==> config.mk <==
export PLATFORM = sky130hd
export DESIGN_NAME = avalon_packet_arbiter_flat
export DESIGN_NICKNAME = d
export VERILOG_FILES = /design/src/rtl/avalon_st_if.sv /design/src/rtl/avalon_packet_arbiter.sv /design/src/flat_wrapper.sv
export SDC_FILE = /design/constraint.sdc
export NUM_CORES = 1
export LEC_CHECK = 0
export CAP_MARGIN = 0
export CORE_AREA = 5 5 266 268
export DETAILED_ROUTE_END_ITERATION = 8
export DIE_AREA = 0 0 271 273
export GPL_TIMING_DRIVEN = 0
export SYNTH_ARGS = -nofsm -noshare
export SYNTH_HDL_FRONTEND = slang
export SYNTH_SLANG_ARGS = --single-unit
==> constraint.sdc <==
create_clock -name clk -period 2.3 [get_ports clk]
set_input_delay 0.46 -clock clk [delete_from_list [all_inputs] [get_ports clk]]
set_output_delay 0.46 -clock clk [all_outputs]
set_load 0.01 [all_outputs]
==> src/rtl/avalon_st_if.sv <==
// Avalon-ST stream bundle: payload plus valid/ready handshake.
interface avalon_st_if #(
    parameter int DATA_WIDTH_IN_BYTES = 16
) ();
    localparam int EMPTY_W = $clog2(DATA_WIDTH_IN_BYTES);

    logic [8*DATA_WIDTH_IN_BYTES-1:0] data;
    logic                             valid;
    logic                             sop;
    logic                             eop;
    logic [EMPTY_W-1:0]               empty;
    logic                             ready;

    modport master (
        output data, valid, sop, eop, empty,
        input  ready
    );

    modport slave (
        input  data, valid, sop, eop, empty,
        output ready
    );
endinterface

==> src/rtl/avalon_packet_arbiter.sv <==
// Packet-granular round-robin arbiter merging NUM_SRC Avalon-ST sources.
// Orphan non-sop words seen while idle are swallowed and flagged.
module avalon_packet_arbiter #(
    parameter int DATA_WIDTH_IN_BYTES = 16,
    parameter int NUM_SRC             = 4
) (
    input  logic                                          clk,
    input  logic                                          rst,
    input  logic [NUM_SRC*8*DATA_WIDTH_IN_BYTES-1:0]      in_data,
    input  logic [NUM_SRC-1:0]                            in_valid,
    input  logic [NUM_SRC-1:0]                            in_sop,
    input  logic [NUM_SRC-1:0]                            in_eop,
    input  logic [NUM_SRC*$clog2(DATA_WIDTH_IN_BYTES)-1:0] in_empty,
    output logic [NUM_SRC-1:0]                            in_ready,
    avalon_st_if.master                                   out_msg,
    output logic [$clog2(NUM_SRC)-1:0]                    grant_idx,
    output logic                                          busy,
    output logic                                          drop_error
);
    localparam int DW      = 8 * DATA_WIDTH_IN_BYTES;
    localparam int EMPTY_W = $clog2(DATA_WIDTH_IN_BYTES);
    localparam int IDX_W   = $clog2(NUM_SRC);

    typedef enum logic {
        IDLE,
        FORWARD
    } state_t;

    state_t             state_q, state_d;
    logic [IDX_W-1:0]   grant_q, grant_d;
    logic [IDX_W-1:0]   start_q, start_d;
    logic               drop_q, drop_d;

    logic [NUM_SRC-1:0] req;
    logic [NUM_SRC-1:0] orphan;
    logic               found;
    logic [IDX_W-1:0]   winner;
    logic [IDX_W-1:0]   cand;

    logic [DW-1:0]      sel_data;
    logic [EMPTY_W-1:0] sel_empty;
    logic               sel_valid;
    logic               sel_sop;
    logic               sel_eop;

    assign req    = in_valid & in_sop;
    assign orphan = in_valid & ~in_sop;

    // First requester at or after start_q, wrapping around.
    always_comb begin
        found  = 1'b0;
        winner = '0;
        cand   = '0;
        for (int k = 0; k < NUM_SRC; k++) begin
            cand = IDX_W'((int'(start_q) + k) % NUM_SRC);
            if (!found && req[cand]) begin
                found  = 1'b1;
                winner = cand;
            end
        end
    end

    assign sel_data  = in_data[grant_q*DW +: DW];
    assign sel_empty = in_empty[grant_q*EMPTY_W +: EMPTY_W];
    assign sel_valid = in_valid[grant_q];
    assign sel_sop   = in_sop[grant_q];
    assign sel_eop   = in_eop[grant_q];

    always_comb begin
        state_d       = state_q;
        grant_d       = grant_q;
        start_d       = start_q;
        drop_d        = 1'b0;
        in_ready      = '0;
        busy          = 1'b0;
        out_msg.data  = '0;
        out_msg.empty = '0;
        out_msg.valid = 1'b0;
        out_msg.sop   = 1'b0;
        out_msg.eop   = 1'b0;
        unique case (state_q)
            IDLE: begin
                in_ready = orphan;
                drop_d   = |orphan;
                if (found) begin
                    grant_d = winner;
                    state_d = FORWARD;
                end
            end
            FORWARD: begin
                busy              = 1'b1;
                out_msg.data      = sel_data;
                out_msg.empty     = sel_empty;
                out_msg.valid     = sel_valid;
                out_msg.sop       = sel_sop;
                out_msg.eop       = sel_eop;
                in_ready[grant_q] = out_msg.ready;
                if (sel_valid && out_msg.ready && sel_eop) begin
                    state_d = IDLE;
                    start_d = (grant_q == IDX_W'(NUM_SRC - 1)) ?
                              '0 : grant_q + 1'b1;
                end
            end
            default: state_d = IDLE;
        endcase
        // Nothing handshakes while reset is held.
        if (rst) begin
            in_ready      = '0;
            out_msg.data  = '0;
            out_msg.empty = '0;
            out_msg.valid = 1'b0;
            out_msg.sop   = 1'b0;
            out_msg.eop   = 1'b0;
        end
    end

    always_ff @(posedge clk) begin
        if (rst) begin
            state_q <= IDLE;
            grant_q <= '0;
            start_q <= '0;
            drop_q  <= 1'b0;
        end else begin
            state_q <= state_d;
            grant_q <= grant_d;
            start_q <= start_d;
            drop_q  <= drop_d;
        end
    end

    assign grant_idx  = grant_q;
    assign drop_error = drop_q;
endmodule

==> src/flat_wrapper.sv <==
// flat-port wrapper written by rule: the top's interface ports become plain ports
module avalon_packet_arbiter_flat 
#(
    parameter int DATA_WIDTH_IN_BYTES = 16,
    parameter int NUM_SRC             = 4
)
  (clk, rst, in_data, in_valid, in_sop, in_eop, in_empty, in_ready, grant_idx, busy, drop_error, out_msg_data, out_msg_valid, out_msg_sop, out_msg_eop, out_msg_empty, out_msg_ready);
  avalon_st_if #(.DATA_WIDTH_IN_BYTES(DATA_WIDTH_IN_BYTES)) out_msg_i ();
  input  logic clk;
  input  logic rst;
  input  logic [NUM_SRC*8*DATA_WIDTH_IN_BYTES-1:0] in_data;
  input  logic [NUM_SRC-1:0] in_valid;
  input  logic [NUM_SRC-1:0] in_sop;
  input  logic [NUM_SRC-1:0] in_eop;
  input  logic [NUM_SRC*$clog2(DATA_WIDTH_IN_BYTES)-1:0] in_empty;
  output logic [NUM_SRC-1:0] in_ready;
  output logic [$clog2(NUM_SRC)-1:0] grant_idx;
  output logic busy;
  output logic drop_error;
  output wire logic [$bits(out_msg_i.data)-1:0] out_msg_data;
  output wire logic [$bits(out_msg_i.valid)-1:0] out_msg_valid;
  output wire logic [$bits(out_msg_i.sop)-1:0] out_msg_sop;
  output wire logic [$bits(out_msg_i.eop)-1:0] out_msg_eop;
  output wire logic [$bits(out_msg_i.empty)-1:0] out_msg_empty;
  input wire logic [$bits(out_msg_i.ready)-1:0] out_msg_ready;
  assign out_msg_data = out_msg_i.data;
  assign out_msg_valid = out_msg_i.valid;
  assign out_msg_sop = out_msg_i.sop;
  assign out_msg_eop = out_msg_i.eop;
  assign out_msg_empty = out_msg_i.empty;
  assign out_msg_i.ready = out_msg_ready;
  avalon_packet_arbiter #(.DATA_WIDTH_IN_BYTES(DATA_WIDTH_IN_BYTES), .NUM_SRC(NUM_SRC)) u_core (.clk(clk), .rst(rst), .in_data(in_data), .in_valid(in_valid), .in_sop(in_sop), .in_eop(in_eop), .in_empty(in_empty), .in_ready(in_ready), .out_msg(out_msg_i), .grant_idx(grant_idx), .busy(busy), .drop_error(drop_error));
endmodule
==> results of run 1 <==
==> final cells by class <==
| type | instances | area, µm² |
|---|---|---|
| Fill cell | 7338 | 53700 |
| Sequential cell | 6 | 128 |
| Tap cell | 882 | 1100 |
| Timing Repair Buffer | 766 | 7660 |
| Multi-Input combinational cell | 316 | 4750 |
| Antenna cell | 13 | 32.5 |
| Clock buffer | 3 | 75.1 |
| Inverter | 8 | 30.0 |
| Buffer | 60 | 639 |
==> cells by family (layout without fill, tap and decap cells) <==
| logic type | Yosys count | after routing | share of synthesized area (%) |
|---|---|---|---|
| flops | 6 | 6 | 2.58 |
| mux | 136 | 136 | 65.6 |
| buf+inv | 70 | 837 | 7.49 |
| fa+ha+maj | 4 | 4 | 1.07 |
| simple gates | 158 | 158 | 20.4 |
| compound gates | 18 | 18 | 2.84 |
| other cells | 0 | 13 | 0 |
==> cells in the mapped netlist (2+ instances only) <==
| library cell | n |
|---|---|
| and3_1 | 137 |
| mux4_2 | 133 |
| clkbuf_1 | 36 |
| buf_2 | 9 |
| buf_4 | 8 |
| inv_1 | 8 |
| nand2_1 | 7 |
| buf_6 | 6 |
| dfxtp_1 | 6 |
| nor2_1 | 5 |
| ha_1 | 4 |
| a21oi_1 | 3 |
| a31oi_1 | 3 |
| buf_1 | 3 |
| nand3_1 | 3 |
| mux4_1 | 2 |
| nand4_1 | 2 |
| nor3_1 | 2 |
| o22ai_1 | 2 |
| o31a_1 | 2 |
==> final timing paths <==
kind / slack [ns] / cells past startpoint / to
worst min-delay path: 0.52 / 2 / u_core.start_q[0]
worst max-delay path: -0.28 / 7 / out_msg_data[43]
worst max register to register: 0.54 / 5 / u_core.start_q[1]
worst min register to register: 0.52 / 2 / u_core.start_q[0]
==> sequential cells by signal, summed over array words and instances (netlist names) <==
name and cells:
u_core.state_q 1, u_core.grant_idx 2, u_core.start_q 2, u_core.drop_error 1
==> per-layer routing <==
| layer | wire, µm | vias up | share of wire [%] |
|---|---|---|---|
| met5 | 123 | - | 0.21 |
| met4 | 607 | 18 | 1.0 |
| met3 | 5950 | 40 | 10 |
| met2 | 29500 | 537 | 50 |
| met1 | 23200 | 3809 | 39 |
| li1 | - | 3265 | - |
==> report_power, final <==
part | internal (mW) | switching [mW] | leakage, nW | total [mW]
logic | 1.87 | 1.12 | 5.38 | 2.99
registers | 0.111 | 0.0138 | 0.0507 | 0.124
clock network | 0.225 | 0.0771 | 0.0371 | 0.302
total | 2.21 | 1.21 | 5.46 | 3.42
==> worst min-delay path: cells and delay by family, from the launching register on <==
family	cells	cell delay, ns
and+or+nand+nor	1	0.07
AOI/OAI and AO/OA	1	0.05
DFF	1	0.34
==> repair_timing <==
action	4_1_cts	5_1_grt
hold endpoints to repair	0	0
buffers inserted	31	47
gates cloned	4	6
pin swaps	1	10
setup endpoints to repair	140	138
resized for setup	426	458
==> summary.md, run 1 <==
| Metric | Value |
|---|---|
| GRT met2 Usage | between 20 and 30% |
| Clock Sinks | 6 |
| Clock slew at the register clock pins of the worst setup and hold paths | 0.03 ns |
| Root Driver | clkbuf_16 |
| Core Util, Final | 21.2% |
| Failing checks | setup timing |
| IO Port Bufs | 684 |
| Critical path capture point type | output pin |
| DR pass1 iterations | 4 |
| M3 GR Usage | under 10% |
| Mean Syn Cell Area | ~12 µm² |
| Vias per cell | 3.73 |
| Critical Path RT | 1.84 ns |
| Worst vdd ir | 150 µV |
| Critical Path Start | u_core.grant_idx[0] |
| Post-synth EDFFs | 0 |
| Hold_buf cts | 0 |
| Die area | 74000 µm² |
| Pleak | 5.46 nW |
| Total CTS buffers | 3 |
| Final ANT Viol Nets | 0 |
| Rows | 96 |
| Crit-path cells | buf_12, buf_12, buf_8, clkbuf_16, mux4_2, and3_4, buf_6 |
| Die Ht | around 270 µm |
| CP arrival | around 2.1 ns |
| Clock Path Buffers | 2 |
| Width of the die | 271 µm |
| Global-route wire length before repair | 73400 µm |
| RSZ-0062 raised after global routing | true |
| Final setup fails | 133 |
| Final GP Congestion | 0.932 |
| Leading area contributor after synthesis | mux4_2 |
| Crit Path Max Fanout | 5 |
| Gr busiest metal | met2 |
| Final Cell Area | about 14000 µm² |
| Clock skew | 0.0119 ns |
| Dpl cells | around 2000 |
| CTS tree | built |
| Final hold violation count | 0 |
| Commonest non-fill, non-tap cell in the layout | clkdlybuf4s50_1 |
| Worst r2r src | u_core.grant_idx[0] |
| Post-DP HPWL | 51200 µm |
| Post-Syn Nets | 939 |
| Fin cells | between 2000 and 2500 |
| Fmax | just under 400 MHz |
| Final worst path period share | 112% |
| Initial antenna violation count | 22 |
| Worst hold path class | register to register |
| Power per Cell Area | 237 nW/µm² |
| Total Wirelength | 59400 µm |
| Most frequent cells in the layout | clkdlybuf4s50_1, mux4_2, and3_4, buf_6, clkbuf_2 |
| I/O pins | 686 |
| Hold_sp | u_core.start_q[0] |
| Post-Syn Instances | 392 |
| Status | complete, but fails checks |
| Layout area overhead | 209% |
| Worst Tran Pin Value | 0.588 ns |
| Pre-CTS setup slack | -1.38 ns |
| Delay-heaviest family, CP | buffers and inverters |
| Ys flop type | dfxtp_1 |
| Overall Power | 3.42 mW |
| WL per Instance | 28.9 µm |
| Max-slew violation count | 0 |
| Mapped Area | 4660 µm² |
| Most used cell, CP | buf_12 |
| Placed instance area | approximately 13000 µm² |
| Largest net degree at the start of global routing | 11 |
| DRT iter0 DRCs | 377 |
| CTS HTree Levels | 1 |
| Worst skew pair latency | 0.24 ns |
| Nets | 1708 |
| Seq/Total Area, Yosys | 2.58% |
| Core footprint | about 70000 µm² |
| Async S/R FF share, synth | 0% |
| CP bufs+invs | 5 |
| Fraction of layout cells with a size suffix above 1 | 44.7% |
| Flops & latches, synth | 6 |
| Worst setup SP type | register |
| Ranking of synthesized cells by area | mux4_2, and3_1, clkbuf_1, dfxtp_1, buf_6 |
| WS Path Type | register to output pin |
| Max cap viols | 0 |
| Vias in the first global route | between 8000 and 9000 |
| Post-route setup slack | -0.275 ns |
| Cell variety after synth | 31 |
| Tot GR Track Use | between 10 and 15% |
| Min Tclk post-route | roughly 2.6 ns |
| Max-slew headroom | 60.8% |
| Largest incremental delay on the critical path | roughly 0.56 ns |
| Met1 Use GR | 16.8% |
| Hold slack | approximately 0.52 ns |
| Synth top area share | 64.3% |
| Syn. warnings | 0 |
| Initial Util | just under 7% |
| CP max-delay cell | mux4_2 |
| GR Overflow Total | 0 |
| DR vias | about 7700 |
| Setup TNS | -20.94 ns |
| DRC | 0 |
Power figures use the tool's default switching activity.
==> run 2, diff against run 1 <==
--- a/config.mk
+++ b/config.mk
@@ -7,9 +7,9 @@
 export LEC_CHECK = 0
 export CAP_MARGIN = 0
 export CORE_AREA = 5 5 266 268
+export CTS_CLUSTER_SIZE = 28
 export DETAILED_ROUTE_END_ITERATION = 8
 export DIE_AREA = 0 0 271 273
-export GPL_TIMING_DRIVEN = 0
 export SYNTH_ARGS = -nofsm -noshare
 export SYNTH_HDL_FRONTEND = slang
 export SYNTH_SLANG_ARGS = --single-unit
==> run 2 against run 1 <==
Against the previous run:
- the flow still finishes with violations (setup timing)
- final area is 1.4% higher
- global-route usage is 0.70 points lower
- fmax is 4.9% higher
- critical path depth is 2 lower
- count of clock-buffer cells in the layout is 1 higher
- sequential cell count stayed put
- combinational power is 1% lower
- clock power is 4% higher
- utilization is 0.30 points higher
- first-iteration DRC count is 5.0% higher
==> summary.md, run 2 (synthesis gave the netlist of run 1 again) <==
| Metric | Value |
|---|---|
| Hold path depth | 2 |
| WS Path Type | register to output pin |
| Delay-heaviest family, CP | buffers and inverters |
| DR pass1 iterations | 4 |
| Die Ht | roughly 270 µm |
| Fin cells | approximately 2000 |
| Post-route setup slack | -0.156 ns |
| Max-slew violation count | 0 |
| Seq pwr share | 3.8% |
| Clock slew at the register clock pins of the worst setup and hold paths | about 0.04 ns |
| Worst vdd ir | about 300 µV |
| Worst Tran Pin Value | roughly 0.46 ns |
| Critical Path RT | 1.84 ns |
| Final ANT Viol Nets | 0 |
| Worst setup SP type | register |
| Tot GR Track Use | 13.7% |
| I/O pins | 686 |
| Comb pwr share | a little under 90% |
| Status | complete, but fails checks |
| Largest net degree at the start of global routing | 74 |
| Pint | 2.26 mW |
| Final GP Congestion | 1.02 |
| Fraction of layout cells with a size suffix above 1 | 44.3% |
| Most frequent cells in the layout | clkdlybuf4s50_1, mux4_2, buf_6, and3_4, buf_4 |
| CP arrival | 2.00 ns |
| Vias per cell | 3.72 |
| Worst skew pair latency | around 0.24 ns |
| R2r worst-path depth | 6 |
| CTS tree | built |
| Final Cell Area | 14600 µm² |
| Width of the die | around 270 µm |
| Global-route wire length before repair | about 72000 µm |
| Fmax | 407 MHz |
| Pleak | 5.31 nW |
| Area of the multi-input gates | 4740 µm² |
| Failing checks | setup timing |
| DRC | 0 |
| Largest incremental delay on the critical path | between 0.5 and 0.6 ns |
| Rows | 96 |
| Min Tclk post-route | between 2 and 2.5 ns |
| Total Wirelength | 54700 µm |
| Clock skew | 0.00406 ns |
| CP max-delay cell | mux4_2 |
| Max cap viols | 0 |
| Final worst path period share | 107% |
| Max-slew headroom | 69.1% |
| Final setup fails | 112 |
| Clock Path Buffers | 2 |
| CP bufs+invs | 3 |
| Crit-path cells | buf_4, buf_12, mux4_2, and3_1, dlygate4sd2_1 |
| Dpl cells | 1964 |
| CTS HTree Levels | 1 |
| DR vias | 7547 |
| Total CTS buffers | 3 |
| Clock Sinks | 6 |
| Filler cell count | 7271 |
| Placed instance area | 13100 µm² |
| GR Overflow Total | 0 |
| Commonest non-fill, non-tap cell in the layout | clkdlybuf4s50_1 |
| IO Port Bufs | 685 |
| Vias in the first global route | 8390 |
| Worst hold path class | register to register |
| Hold slack | 0.519 ns |
| Critical path capture point type | output pin |
| Nets | 1682 |
| Die area | 74000 µm² |
| Register area | 131 µm² |
| Final hold violation count | 0 |
| RSZ-0062 raised after global routing | true |
| WL per Instance | 27.0 µm |
| Root Driver | clkbuf_16 |
| Switch share | around 34% |
| Hold_buf cts | 0 |
| Post-DP HPWL | 47300 µm |
| DRT iter0 DRCs | about 400 |
| Core footprint | about 68000 µm² |
| Crit Path Max Fanout | 6 |
| Switching power total | 1.14 mW |
| Initial Util | 6.85% |
| CP Depth | 5 |
| Initial antenna violation count | 32 |
| Layout area overhead | 214% |
| Clock power share | 9.2% |
| Power per Cell Area | 232 nW/µm² |
-- run 2: cell types whose count changed in the layout (fill, tap and decap cells not counted), sizes merged --
cell           delta
clkdlybuf4s50     +4
dlygate4sd2       +7
dlymetal6s2s     -12
buf              +52
bufbuf            +1
clkbuf           -81
diode             +1
clkdlybuf4s15     +4
-- run 2: per-stage QoR --
| step | TNS, ns | utilization (%) | power, mW | setup slack, ns |
|---|---|---|---|---|
| after global routing | -15.81 | 21.4 | 3.56 | -0.200 |
| after detailed placement | -43.89 | 19.2 | 2.75 | -0.491 |
| after global placement | -43.81 | 19.2 | 2.73 | -0.505 |
| final | -8.19 | 21.5 | 3.40 | -0.156 |
| after floorplan | 0 | - | 0.976 | 0.157 |
| after CTS | -14.63 | 21.1 | 3.40 | -0.217 |
-- run 2: timing repair --
action | 4_1_cts | 5_1_grt
pin swaps | 50 | 10
gates cloned | 7 | 1
gates resized for setup | 651 | 82
endpoints found under the setup margin | 139 | 133
setup buffers | 46 | 8
-- run 2: power by group through the flow --
stage | combinational [mW] | clock [mW] | sequential (mW)
floorplan | 0.855 | 0 | 0.121
global placement | 2.60 | 0 | 0.138
detailed placement | 2.62 | 0 | 0.137
CTS | 2.95 | 0.318 | 0.129
global route | 3.11 | 0.323 | 0.129
finish | 2.95 | 0.313 | 0.128
-- run 2: tightest hold or removal path, cell delays in order (launching register included) --
cell and delay [ns]:
dfxtp_1 0.34, nand2_1 0.07, a21oi_1 0.05
-- run 2: layout make-up --
type,instances,area share (%)
Timing Repair Buffer,800,58.1
Multi-Input combinational cell,316,32.4
Tap cell,882,7.55
Sequential cell,6,0.899
Clock buffer,4,0.539
Antenna cell,14,0.240
Inverter,8,0.223
-- run 2: per-layer routing --
layer | vias up | part of all wire (%) | global-route usage, %
li1 | 3214 | - | -
met1 | 3698 | 38 | 16.3
met2 | 557 | 49 | 24.4
met5 | - | 0.26 | 0
met3 | 54 | 11 | 5.28
met4 | 24 | 1.2 | 1.28
-- run 2: worst paths after layout --
check	from	to	slack [ns]
worst min register to register	u_core.start_q[0]	u_core.start_q[0]	0.52
worst min-delay path	u_core.start_q[0]	u_core.start_q[0]	0.52
worst max-delay path	u_core.grant_idx[0]	out_msg_data[103]	-0.16
worst max register to register	u_core.grant_idx[0]	u_core.start_q[0]	0.47
==> RTL change 1: new RTL, settings of run 1 <==
`NUM_SRC` is set to 4 in 2 places; all go to 8.
--- a/src/rtl/avalon_packet_arbiter.sv
+++ b/src/rtl/avalon_packet_arbiter.sv
@@ -2,7 +2,7 @@
 // Orphan non-sop words seen while idle are swallowed and flagged.
 module avalon_packet_arbiter #(
     parameter int DATA_WIDTH_IN_BYTES = 16,
-    parameter int NUM_SRC             = 4
+    parameter int NUM_SRC             = 8
 ) (
     input  logic                                          clk,
     input  logic                                          rst,
--- a/src/flat_wrapper.sv
+++ b/src/flat_wrapper.sv
@@ -2,7 +2,7 @@
 module avalon_packet_arbiter_flat 
 #(
     parameter int DATA_WIDTH_IN_BYTES = 16,
-    parameter int NUM_SRC             = 4
+    parameter int NUM_SRC             = 8
 )
   (clk, rst, in_data, in_valid, in_sop, in_eop, in_empty, in_ready, grant_idx, busy, drop_error, out_msg_data, out_msg_valid, out_msg_sop, out_msg_eop, out_msg_empty, out_msg_ready);
   avalon_st_if #(.DATA_WIDTH_IN_BYTES(DATA_WIDTH_IN_BYTES)) out_msg_i ();
Interface: changed (7 resized); port bits go from 686 to 1231. No check against the original RTL was run, so the function may have changed too.
==> RTL change 1 against run 1 <==
  * The run now fails in I/O pin placement
  * Area after synthesis increased by 130%
==> RTL change 1: results (changes against run 1) <==
run_status:
  status: "did not finish"
  lastStage: "I/O pin placement"
  error: "[ERROR PPL-0024] Number of IO pins (1231) exceeds maximum number of available positions (980). Increase the die perimeter from 1088.00um to 1674.16um."
yosys:
  synth-xor-area-share_pct: 0.1656  # +0.17 points
  synth_ff_type: "dfxtp_1"
  synth_compound_area_share_pct: 45.71  # +43 points
  yosys.area_share.adder_pct: 0.4730  # -0.60 points
  synth_warnings: 0  # unchanged
  muxShareOfSynthArea_pct: 31.11  # -34 points
  yosysUniqueCellTypes: 59  # +90%
  syn-num-nets: 2588  # +180%
  async_flop_share_pct: 0  # unchanged
  synth_area_leaders: "mux2_2, o21ai_0, mux2i_1"
  synthCells: 1501  # +280%
  ys_ff_latch: 8  # +2
  synth_common_cells: "nand2_1, o21ai_0, mux2_2"
  yosysSeqAreaShare_pct: 1.514  # -1.1 points
die:
  chipWidth_um: 271  # unchanged
## RTL change 1: changes by cell type after synthesis, sizes merged, moves of 83 or more
cell / run 1 / this run
clkbuf: 36 / 158
and3: 137 / 1
mux2: 0 / 185
a221o: 0 / 83
nand2: 7 / 187
mux4: 135 / 13
a21oi: 3 / 93
mux2i: 1 / 90
a22o: 0 / 83
a221oi: 1 / 102
o21ai: 1 / 185
## RTL change 1: kinds of logic after synthesis
family                     Yosys count
muxes                              288
xor gates and xnor gates             2
buffers and inverters              196
DFF                                  8
adders and majority gates            4
and+or+nand+nor                    320
AOI/OAI and AO/OA                  683
==> RTL change 2: new RTL, settings of run 1 <==
Without the edit above. Put one more register stage on the output `drop_error`, with the module's reset. The value now appears one clock later. The other outputs are not delayed to match.
--- a/src/rtl/avalon_packet_arbiter.sv
+++ b/src/rtl/avalon_packet_arbiter.sv
@@ -129,6 +129,12 @@
     end
 
     assign grant_idx  = grant_q;
-    assign drop_error = drop_q;
+    always_ff @(posedge clk) begin
+        if (rst) begin
+            drop_error <= '0;
+        end else begin
+            drop_error <= drop_q;
+        end
+    end
 endmodule
 
Function: not settled (the Yosys comparison gave no result); the edit may change what the design does.
==> RTL change 2 against run 1 <==
  * The run still ends with negative setup slack left
  * Critical path depth unchanged
  * Sequential cell count grew 1
  * Sequential share of layout area is 0.13 points higher
  * Area after synthesis down 0.59%
  * Worst setup slack gained 0.011 ns
  * Non-clock buffer count decreased by 14
  * Routed wire length shrank 3.1%
  * Final cell count hardly changed
  * Final area is 0.94% higher
  * Total power rose by 22%
  * Critical path type unchanged
  * Critical endpoint is now out_msg_data[0]
  * Largest cell class unchanged
  * Largest power group unchanged
  * Highest routed layer unchanged
==> RTL change 2: results (changes against run 1) <==
run_status:
  status: "complete, but fails checks"
  violations: "negative setup slack"
place:
  placed_cell_area_mm2: 0.01259  # -0.15%
  routabilityCongestion: 1.004  # +7.7%
  dpl.hpwl_um: 50360  # -1.7%
  io_buffer_count: 685  # +0.15%
setup_path:
  r2r_cells: 9  # +4
  cp_max_fo: 5  # unchanged
  r2r_slack_ns: 0.35  # -0.19 ns
  arrival_ns: 2.10  # -0.02 ns
  timing.rr.end: "u_core.start_q[0]$_SDFFE_PP0P_"
  slowest_delay_ns: 0.58  # +0.02 ns
yosys:
  yosysUniqueCellTypes: 30  # -3.2%
  async_flop_share_pct: 0  # unchanged
  synth_area_leaders: "mux4_2, nor2b_1, dfxtp_1"
  yosysSeqAreaShare_pct: 3.024  # +0.45 points
  synth_common_cells: "nor2b_1, mux4_2, clkbuf_1"
  syn-num-nets: 929  # -1.1%
cts:
  cts-resized-gates: 807  # +89%
  htree_levels: 1  # unchanged
  cts_setup_buffers: 63  # +100%
  clockBufferDepth: 2  # unchanged
  cts_root_buf: "clkbuf_16"
grt:
  grt_pass1_vias: 8200  # -0.097%
  antenna_found_initial: 30  # +36%
  grt_first_pass_wirelength_um: 73960  # +0.71%
  grt_usage_pct: 14.46  # +0.058 points
  grt_max_degree: 11  # unchanged
  met1_usage_pct: 16.08  # -0.71 points
  grt_use_met3_pct: 5.233  # -0.35 points
  gr-usage-met2_pct: 26.51  # +0.60 points
pwr:
  p_leak_nw: 5.408  # -1.0%
  vdd_drop_max_uv: 143.1  # -4.4%
min_path:
  hold_depth: 1  # -1
  hp-class: "reg -> reg"
  hold_end: "u_core.drop_error$_SDFF_PP0_"
  hold_path_startpoint: "u_core.drop_q$_SDFF_PP0_"
timing:
  hold_slack_ns: 0.4531  # -0.06275 ns
  fin_worst_skew_ns: 0.0006009  # -0.01130 ns
  slew-limit-headroom_pct: 64.93  # +4.2 points
  fin_setup_tns_ns: -21.11  # -0.1659 ns
  setup_viol: 133  # unchanged
  setup_ws_ns: -0.2646  # +0.01067 ns
final_layout:
  num-fill-cells: 7276  # -0.84%
  finalNetCount: 1699  # -0.53%
  drive_gt1_share_pct: 41.44  # -3.3 points
job:
  cap_violations: 0  # unchanged
drt:
  wl_um: 57580  # -3.1%
  drt-pass1-iter-count: 5  # +1
  first_iter_violations: 320  # -15%
  vias: 7320  # -4.6%
-- RTL change 2: how the worst max path moves through the flow --
stage / startpoint / end / slack [ns]
global route: u_core.grant_idx[0]$_SDFFE_PP0P_ / out_msg_data[0] / -0.33
global placement: rst / out_msg_empty[1] / -1.92
finish: u_core.grant_idx[0]$_SDFFE_PP0P_ / out_msg_data[0] / -0.26
detailed placement: rst / out_msg_data[124] / -1.90
CTS: u_core.grant_idx[0]$_SDFFE_PP0P_ / out_msg_data[126] / -0.35
floorplan: u_core.grant_idx[0]$_SDFFE_PP0P_ / out_msg_data[100] / 0.17
-- RTL change 2: where the power goes --
part	total (mW)	internal, mW	switching [mW]
clock	0.294	0.230	0.0636
combinational	3.73	2.34	1.39
sequential	0.143	0.131	0.0121
-- RTL change 2: cells by family after synthesis --
family / count (synthesis) / synth area share (%)
simple gates: 162 / 21.17
compound gates: 18 / 2.727
fa+ha+maj: 4 / 1.080
mux: 136 / 65.82
flops: 7 / 3.024
buf+inv: 55 / 6.183
-- RTL change 2: per-stage QoR --
step / std cells / worst slack (ns) / utilization, %
3_5_place_dp: 1949 / -1.901 / 18.49
3_3_place_gp: 1949 / -1.918 / 18.49
4_1_cts: 2023 / -0.3471 / 20.70
2_1_floorplan: 382 / 0.1674 / -
6_report: 2053 / -0.2646 / 21.36
5_1_grt: 2042 / -0.3266 / 21.32
-- RTL change 2: layout make-up --
class                      count  share of cell area (%)
multi-input combinational    320                   33.05
sequential                     7                   1.015
tap                          882                   7.585
clock buffer                   4                  0.5417
inverter                       8                  0.3096
timing repair buffer         769                   53.28
buffer                        43                   3.878
antenna                       20                  0.3440
-- RTL change 2: metal layers --
layer / routed length (µm) / vias up
met5: 90 / -
met4: 1336 / 14
met3: 4870 / 64
met2: 29210 / 560
met1: 22070 / 3554
li1: - / 3128
